**config.mk**
```make
export PLATFORM = sky130hd
export DESIGN_NAME = mxu_weight_loader_flat
export DESIGN_NICKNAME = d
export VERILOG_FILES = /design/src/rtl/mxu_pkg.sv /design/src/rtl/mxu_weight_loader_if.sv /design/src/rtl/mxu_wload_timer.sv /design/src/rtl/mxu_weight_loader.sv /design/src/flat_wrapper.sv
export SDC_FILE = /design/constraint.sdc
export NUM_CORES = 1
export LEC_CHECK = 0
export CORE_MARGIN = 2
export CORE_UTILIZATION = 30
export DETAILED_ROUTE_END_ITERATION = 7
export GPL_TIMING_DRIVEN = 0
export PLACE_DENSITY = 0.56
export SLEW_MARGIN = 20
export SYNTH_ARGS = -nofsm -noshare
export SYNTH_HDL_FRONTEND = slang
export SYNTH_HIERARCHICAL = 1
export SYNTH_SLANG_ARGS = --single-unit
```
**constraint.sdc**
```tcl
create_clock -name clk -period 4.9 [get_ports clk]
set_clock_uncertainty 0.05 [all_clocks]
set_input_delay 1.225 -clock clk [delete_from_list [all_inputs] [get_ports clk]]
set_output_delay 1.225 -clock clk [all_outputs]
set_load 0.005 [all_outputs]
```
**src/rtl/mxu_pkg.sv**
```systemverilog
// Shared MXU definitions: weight-loader state encoding and the PE load-path defaults.
package mxu_pkg;
   typedef enum logic [1:0] {
      IDLE  = 2'd0,
      LOAD  = 2'd1,
      DRAIN = 2'd2
   } wl_state_e;

   localparam int MXU_PE_LOAD_LAT = 3;
   localparam int MXU_WEIGHT_W    = 8;
   localparam int MXU_IDX_W       = 8;
endpackage

```
**src/rtl/mxu_weight_loader_if.sv**
```systemverilog
// Weight stream into the column-top loader: valid/ready with one weight per beat.
interface mxu_weight_loader_if #(parameter int WEIGHT_W = mxu_pkg::MXU_WEIGHT_W);
   logic                w_valid;
   logic [WEIGHT_W-1:0] w_data;
   logic                w_ready;

   modport master (output w_valid, w_data, input w_ready);
   modport slave  (input w_valid, w_data, output w_ready);
endinterface

```
**src/rtl/mxu_wload_timer.sv**
```systemverilog
// Loadable down-counter that times the DRAIN phase; flags the last count and expiry.
module mxu_wload_timer #(
   parameter int CNT_W = 4
) (
   input  logic             clk,
   input  logic             rst,
   input  logic             load_i,
   input  logic [CNT_W-1:0] load_val_i,
   input  logic             en_i,
   output logic             last_o,
   output logic             expire_o
);
   logic [CNT_W-1:0] cnt_q;

   always_ff @(posedge clk or posedge rst) begin
      if (rst)                        cnt_q <= '0;
      else if (load_i)                cnt_q <= load_val_i;
      else if (en_i && cnt_q != '0)   cnt_q <= cnt_q - 1'b1;
   end

   assign last_o   = (cnt_q == CNT_W'(1));
   assign expire_o = (cnt_q == '0);
endmodule

```
**src/rtl/mxu_weight_loader.sv**
```systemverilog
// Column-top weight preload sequencer: streams ROWS tagged weights into PE y=0, then waits for them to settle.
// Define MXU_WLOAD_CHECKSUM_EN to add a 16-bit running checksum of accepted weights.
module mxu_weight_loader
   import mxu_pkg::*;
#(
   parameter int ROWS     = 8,
   parameter int WEIGHT_W = MXU_WEIGHT_W,
   parameter int IDX_W    = MXU_IDX_W,
   parameter int PE_LAT   = MXU_PE_LOAD_LAT
) (
   input  logic                clk,
   input  logic                rst,
   input  logic                start,
   input  logic                abort,
   mxu_weight_loader_if.slave  w,
   output logic                load_phase,
   output logic [IDX_W-1:0]    load_weight_target_y,
   output logic [WEIGHT_W-1:0] load_weight,
   output logic                busy,
   output logic                done
`ifdef MXU_WLOAD_CHECKSUM_EN
   ,
   output logic [15:0]         checksum
`endif
);
   localparam int               DRAIN_N  = ROWS * PE_LAT;
   localparam int               CNT_W    = $clog2(DRAIN_N + 1);
   localparam logic [IDX_W-1:0] LAST_IDX = IDX_W'(ROWS - 1);

   wl_state_e           state_q;
   logic [IDX_W-1:0]    idx_q;
   logic                phase_q;
   logic [IDX_W-1:0]    tgt_q;
   logic [WEIGHT_W-1:0] wt_q;
   logic                done_q;
   logic                xfer, last_beat, drain_last, drain_exp;

   // abort wins over a same-cycle transfer, so the beat is simply not taken
   assign w.w_ready = (state_q == LOAD);
   assign xfer      = w.w_valid && w.w_ready && !abort;
   assign last_beat = xfer && (idx_q == LAST_IDX);

   mxu_wload_timer #(.CNT_W(CNT_W)) u_timer (
      .clk        (clk),
      .rst        (rst),
      .load_i     (last_beat),
      .load_val_i (CNT_W'(DRAIN_N)),
      .en_i       (state_q == DRAIN),
      .last_o     (drain_last),
      .expire_o   (drain_exp)
   );

   always_ff @(posedge clk or posedge rst) begin
      if (rst) begin
         state_q <= IDLE;
         idx_q   <= '0;
         phase_q <= 1'b0;
         tgt_q   <= '0;
         wt_q    <= '0;
         done_q  <= 1'b0;
      end else begin
         phase_q <= 1'b0;
         tgt_q   <= '0;
         wt_q    <= '0;
         done_q  <= 1'b0;
         case (state_q)
            IDLE: if (start) begin
               state_q <= LOAD;
               idx_q   <= '0;
            end
            LOAD: begin
               if (abort) state_q <= IDLE;
               else if (xfer) begin
                  phase_q <= 1'b1;
                  tgt_q   <= idx_q;
                  wt_q    <= w.w_data;
                  if (idx_q == LAST_IDX) state_q <= DRAIN;
                  else                   idx_q   <= idx_q + 1'b1;
               end
            end
            // done is raised one cycle early so it is visible on the expiry cycle
            DRAIN: begin
               if (abort || drain_exp) state_q <= IDLE;
               else if (drain_last)    done_q  <= 1'b1;
            end
            default: state_q <= IDLE;
         endcase
      end
   end

`ifdef MXU_WLOAD_CHECKSUM_EN
   logic [15:0] csum_q;

   always_ff @(posedge clk or posedge rst) begin
      if (rst)                           csum_q <= '0;
      else if (state_q == IDLE && start) csum_q <= '0;
      else if (xfer)                     csum_q <= csum_q + 16'(w.w_data);
   end

   assign checksum = csum_q;
`endif

   assign load_phase           = phase_q;
   assign load_weight_target_y = tgt_q;
   assign load_weight          = wt_q;
   assign done                 = done_q;
   assign busy                 = (state_q != IDLE);
endmodule

```
**src/flat_wrapper.sv**
```systemverilog
// flat-port wrapper written by rule: the top's interface ports become plain ports
module mxu_weight_loader_flat import mxu_pkg::*;
#(
   parameter int ROWS     = 8,
   parameter int WEIGHT_W = MXU_WEIGHT_W,
   parameter int IDX_W    = MXU_IDX_W,
   parameter int PE_LAT   = MXU_PE_LOAD_LAT
)
  (clk, rst, start, abort, load_phase, load_weight_target_y, load_weight, busy, done, w_w_valid, w_w_data, w_w_ready);
  mxu_weight_loader_if #(.WEIGHT_W(WEIGHT_W)) w_i ();
  input  logic clk;
  input  logic rst;
  input  logic start;
  input  logic abort;
  output logic load_phase;
  output logic [IDX_W-1:0] load_weight_target_y;
  output logic [WEIGHT_W-1:0] load_weight;
  output logic busy;
  output logic done;
  input wire logic [$bits(w_i.w_valid)-1:0] w_w_valid;
  input wire logic [$bits(w_i.w_data)-1:0] w_w_data;
  output wire logic [$bits(w_i.w_ready)-1:0] w_w_ready;
  assign w_i.w_valid = w_w_valid;
  assign w_i.w_data = w_w_data;
  assign w_w_ready = w_i.w_ready;
  mxu_weight_loader #(.ROWS(ROWS), .WEIGHT_W(WEIGHT_W), .IDX_W(IDX_W), .PE_LAT(PE_LAT)) u_core (.clk(clk), .rst(rst), .start(start), .abort(abort), .w(w_i), .load_phase(load_phase), .load_weight_target_y(load_weight_target_y), .load_weight(load_weight), .busy(busy), .done(done));
endmodule
```
==> flow_summary.yaml, run 1 <==
power_and_ir_drop:
  powerDensity_nw_per_um2: 303
  peakVddDrop_uv: 122
  power.leakage_nw: 0.920
route:
  dr.pass1.iters: 4
  vias: 1151
  first_iter_violations: 45
  vias_per_cell: 4.64
  drt_drc_violations_left: 0
  ant_nets: 0
  wl_per_cell_um: 12.2
  finalWirelength_um: 3020
critical_path:
  crit_family: "buffers and inverters"
  path_max_fanout: 10
  start_kind: "input pin"
  crit_chain: "clkdlybuf4s50_1 -> and4bb_1 -> buf_6 -> clkbuf_1 -> nand3_1 -> inv_1 -> clkbuf_1 -> a2111oi_2 -> a221o_1"
  path_depth: 9
  worstSetupPathType: "in2reg"
  slowest_stage: "clkdlybuf4s50_1"
  critPathLaunch: "abort"
  critPathMostFrequentCell: "clkbuf_1"
  worstPathArrival_ps: 3360
  timing.rr.start: "u_core/state_q[1]"
  r2r_end: "u_core/u_timer/cnt_q[3]"
  endpoint_kind: "flop"
  cp-endpoint: "u_core/u_timer/cnt_q[3]"
  required_ps: 5010
  worstRegToRegCells: 8
  reg2reg_slack_ps: 2620
  critPathMaxStageDelay_ps: 460
  critPathBufInv: 5
finish:
  stdcell_count: 248
  antenna_cells: 0
  fin_nets: 196
  drive_gt1_share_pct: 9.39
  stdcell_area_um2: 2040
  area_delta_synth_final_pct: 35.2
clock_tree:
  cts_tree: "built"
  clock-root-buffer: "clkbuf_8"
  cts.clk_slew.worst_paths_ps: 70
  cts_hold_buf: 0
  cts_buffers: 5
  clock_path_buffers: 2
  clk_latency_ps: 270
  clock-sinks: 33
  htreeDepth: 2
  cts_setup_buffers: 0
  cts_resized: 0
sta:
  slew_headroom_pct: 61.4
  clock.fmax_mhz: 308
  layout_worst_path_cycle_share_pct: 66.2
  tns_ps: 0
  fin_ws_ps: 1660
  period_needed_ps: 3240
  slew_viol_final: 0
  rsz0062_at_grt: "false"
  setup_violations: 0
  hold_viol: 0
  worstMarginPinSlew_ps: 575
hold_path:
  hold_class: "reg2reg"
synth:
  yosys_warnings: 6
  synth_compound_area_share_pct: 10.3
  synth_xor_area_share_pct: 0.580
  synth-edff-count: 0
  synth_seq_cells: 33
  async_flop_share_pct: 100
  yosysSeqAreaShare_pct: 54.7
  ys.flop_type: "dfrtp_1"
  muxShareOfSynthArea_pct: 2.74
  syn_area_um2: 1510
  syn_area_per_cell_um2: 10.9
  synthCells: 138
  synthSimpleGateAreaFrac_pct: 24.7
  synth_top_family_by_area: "simple AND/OR/NAND/NOR gates"
  synthDistinctLibCells: 37
  synth-adder-area-share_pct: 2.49
floorplanning:
  die_area_um2: 5610
  placeableCoreArea_um2: 4790
  rows: 25
  die_w_um: 74.9
  ioPinCount: 33
  start_util_pct: 31.5
  die_y_um: 74.9
status:
  status: "finished clean"
global_routing:
  grt_pass1_vias: 1206
  grt.total_usage_pct: 12.1
  grt_pass1_wl_um: 5150
  antenna_found_initial: 0
  grt_overflow_total: 0
  grt_max_degree: 29
placed_design:
  gp_congestion: 0.783
  pre_cts_ws_ps: 1330
  dp_cells: 240
  io_buffers: 32
  postPlaceCellArea_um2: 1920
  dp_hpwl_um: 2210
flow_run:
  cap_violations: 0
[power breakdown]
| part | leakage [nW] | total (mW) | switching (mW) | internal (mW) |
|---|---|---|---|---|
| logic | 0.427 | 0.0609 | 0.0273 | 0.0336 |
| clock network | 0.0585 | 0.259 | 0.0929 | 0.166 |
| registers | 0.434 | 0.298 | 0.0130 | 0.285 |
[cell families (layout without fill, tap and decap cells)]
family	after synthesis	after routing
compound gates	21	21
xor+xnor	1	1
buf+inv	14	54
other cells	2	5
mux	4	4
fa+ha+maj	3	3
flops	33	33
simple gates	60	60
[layout by cell type, fill, tap and decap left out, drive strengths merged, types with 5 or more instances in the layout]
cell type | netlist | routed
conb | 2 | 5
and2 | 16 | 16
inv | 10 | 10
clkbuf | 3 | 10
nand2 | 10 | 10
nor2 | 5 | 5
o21ai | 5 | 5
clkdlybuf4s50 | 0 | 32
a21oi | 5 | 5
dfrtp | 33 | 33
nand3 | 5 | 5
[stage by stage]
| stage | power, mW | hold WS, ps | utilization, % |
|---|---|---|---|
| 2_1_floorplan | 0.333 | 430 | - |
| 3_3_place_gp | 0.361 | 472 | 40.2 |
| 3_5_place_dp | 0.364 | 482 | 40.2 |
| 4_1_cts | 0.629 | 491 | 42.6 |
| 5_1_grt | 0.650 | 515 | 42.6 |
| 6_report | 0.617 | 482 | 42.6 |
[sequential cells by signal, indices dropped and copies added, names as in the netlist]
| register | cells |
|---|---|
| u_core/load_weight | 8 |
| u_core/state_q | 2 |
| u_core/load_phase | 1 |
| u_core/done | 1 |
| u_core/u_timer/cnt_q | 5 |
| u_core/idx_q | 8 |
| u_core/load_weight_target_y | 8 |
[synthesized netlist by cell type, types with 2 or more instances]
cell | instances | area, um^2
a21oi_1 | 5 | 25.0
a221o_1 | 2 | 20.0
a31oi_1 | 2 | 12.5
and2_1 | 16 | 100
and3_1 | 4 | 25.0
clkbuf_1 | 3 | 11.3
conb_1 | 2 | 7.51
dfrtp_1 | 33 | 826
ha_1 | 3 | 37.5
inv_1 | 10 | 37.5
mux2i_1 | 3 | 30.0
nand2_1 | 10 | 37.5
nand2b_1 | 3 | 18.8
nand3_1 | 5 | 25.0
nor2_1 | 4 | 15.0
nor2b_1 | 4 | 25.0
nor4b_1 | 2 | 17.5
o21ai_0 | 5 | 25.0
o31ai_1 | 3 | 22.5
or4b_4 | 2 | 27.5
[area by class of cell]
class | instances | area, um^2
fillers | 477 | 2750
flip-flops and latches | 33 | 826
multi-input cells | 94 | 634
repair buffers | 32 | 320
clock buffers | 7 | 86.3
well taps | 67 | 83.8
inverters | 10 | 37.5
clock inverters | 1 | 30.0
plain buffers | 4 | 22.5
[metal layers]
metal,share of wire (%),vias up,global-route usage [%]
li1,-,556,-
met1,43,553,14.3
met2,50,38,21.3
met3,6.7,4,2.81
met4,0.66,0,4.56
met5,0,-,0
[how the worst min path moves through the flow]
stage,start,to,cells past startpoint
6_report,u_core/state_q[1],u_core/state_q[0],1
4_1_cts,u_core/state_q[1],u_core/state_q[0],1
5_1_grt,u_core/state_q[1],u_core/state_q[0],1
3_3_place_gp,u_core/state_q[1],u_core/state_q[0],1
3_5_place_dp,u_core/state_q[1],u_core/state_q[0],1
2_1_floorplan,u_core/state_q[1],u_core/state_q[0],1
No activity file was read; power rests on OpenSTA's default activity.
==> inputs of run 2 (changes only) <==
Clock period 4.9 ns to 3.3 ns, I/O delays scaled along.
==> results of run 2 <==
The final DEF is identical to that of run 1. Status: finished clean.
Main changes from that run: setup slack after placement 1330 ps -> 125 ps; setup slack after layout 1660 ps -> 455 ps; register-to-register setup slack 2620 ps -> 1020 ps; total power 0.617 mW -> 0.917 mW; worst IR drop on VDD 122 uV -> 180 uV
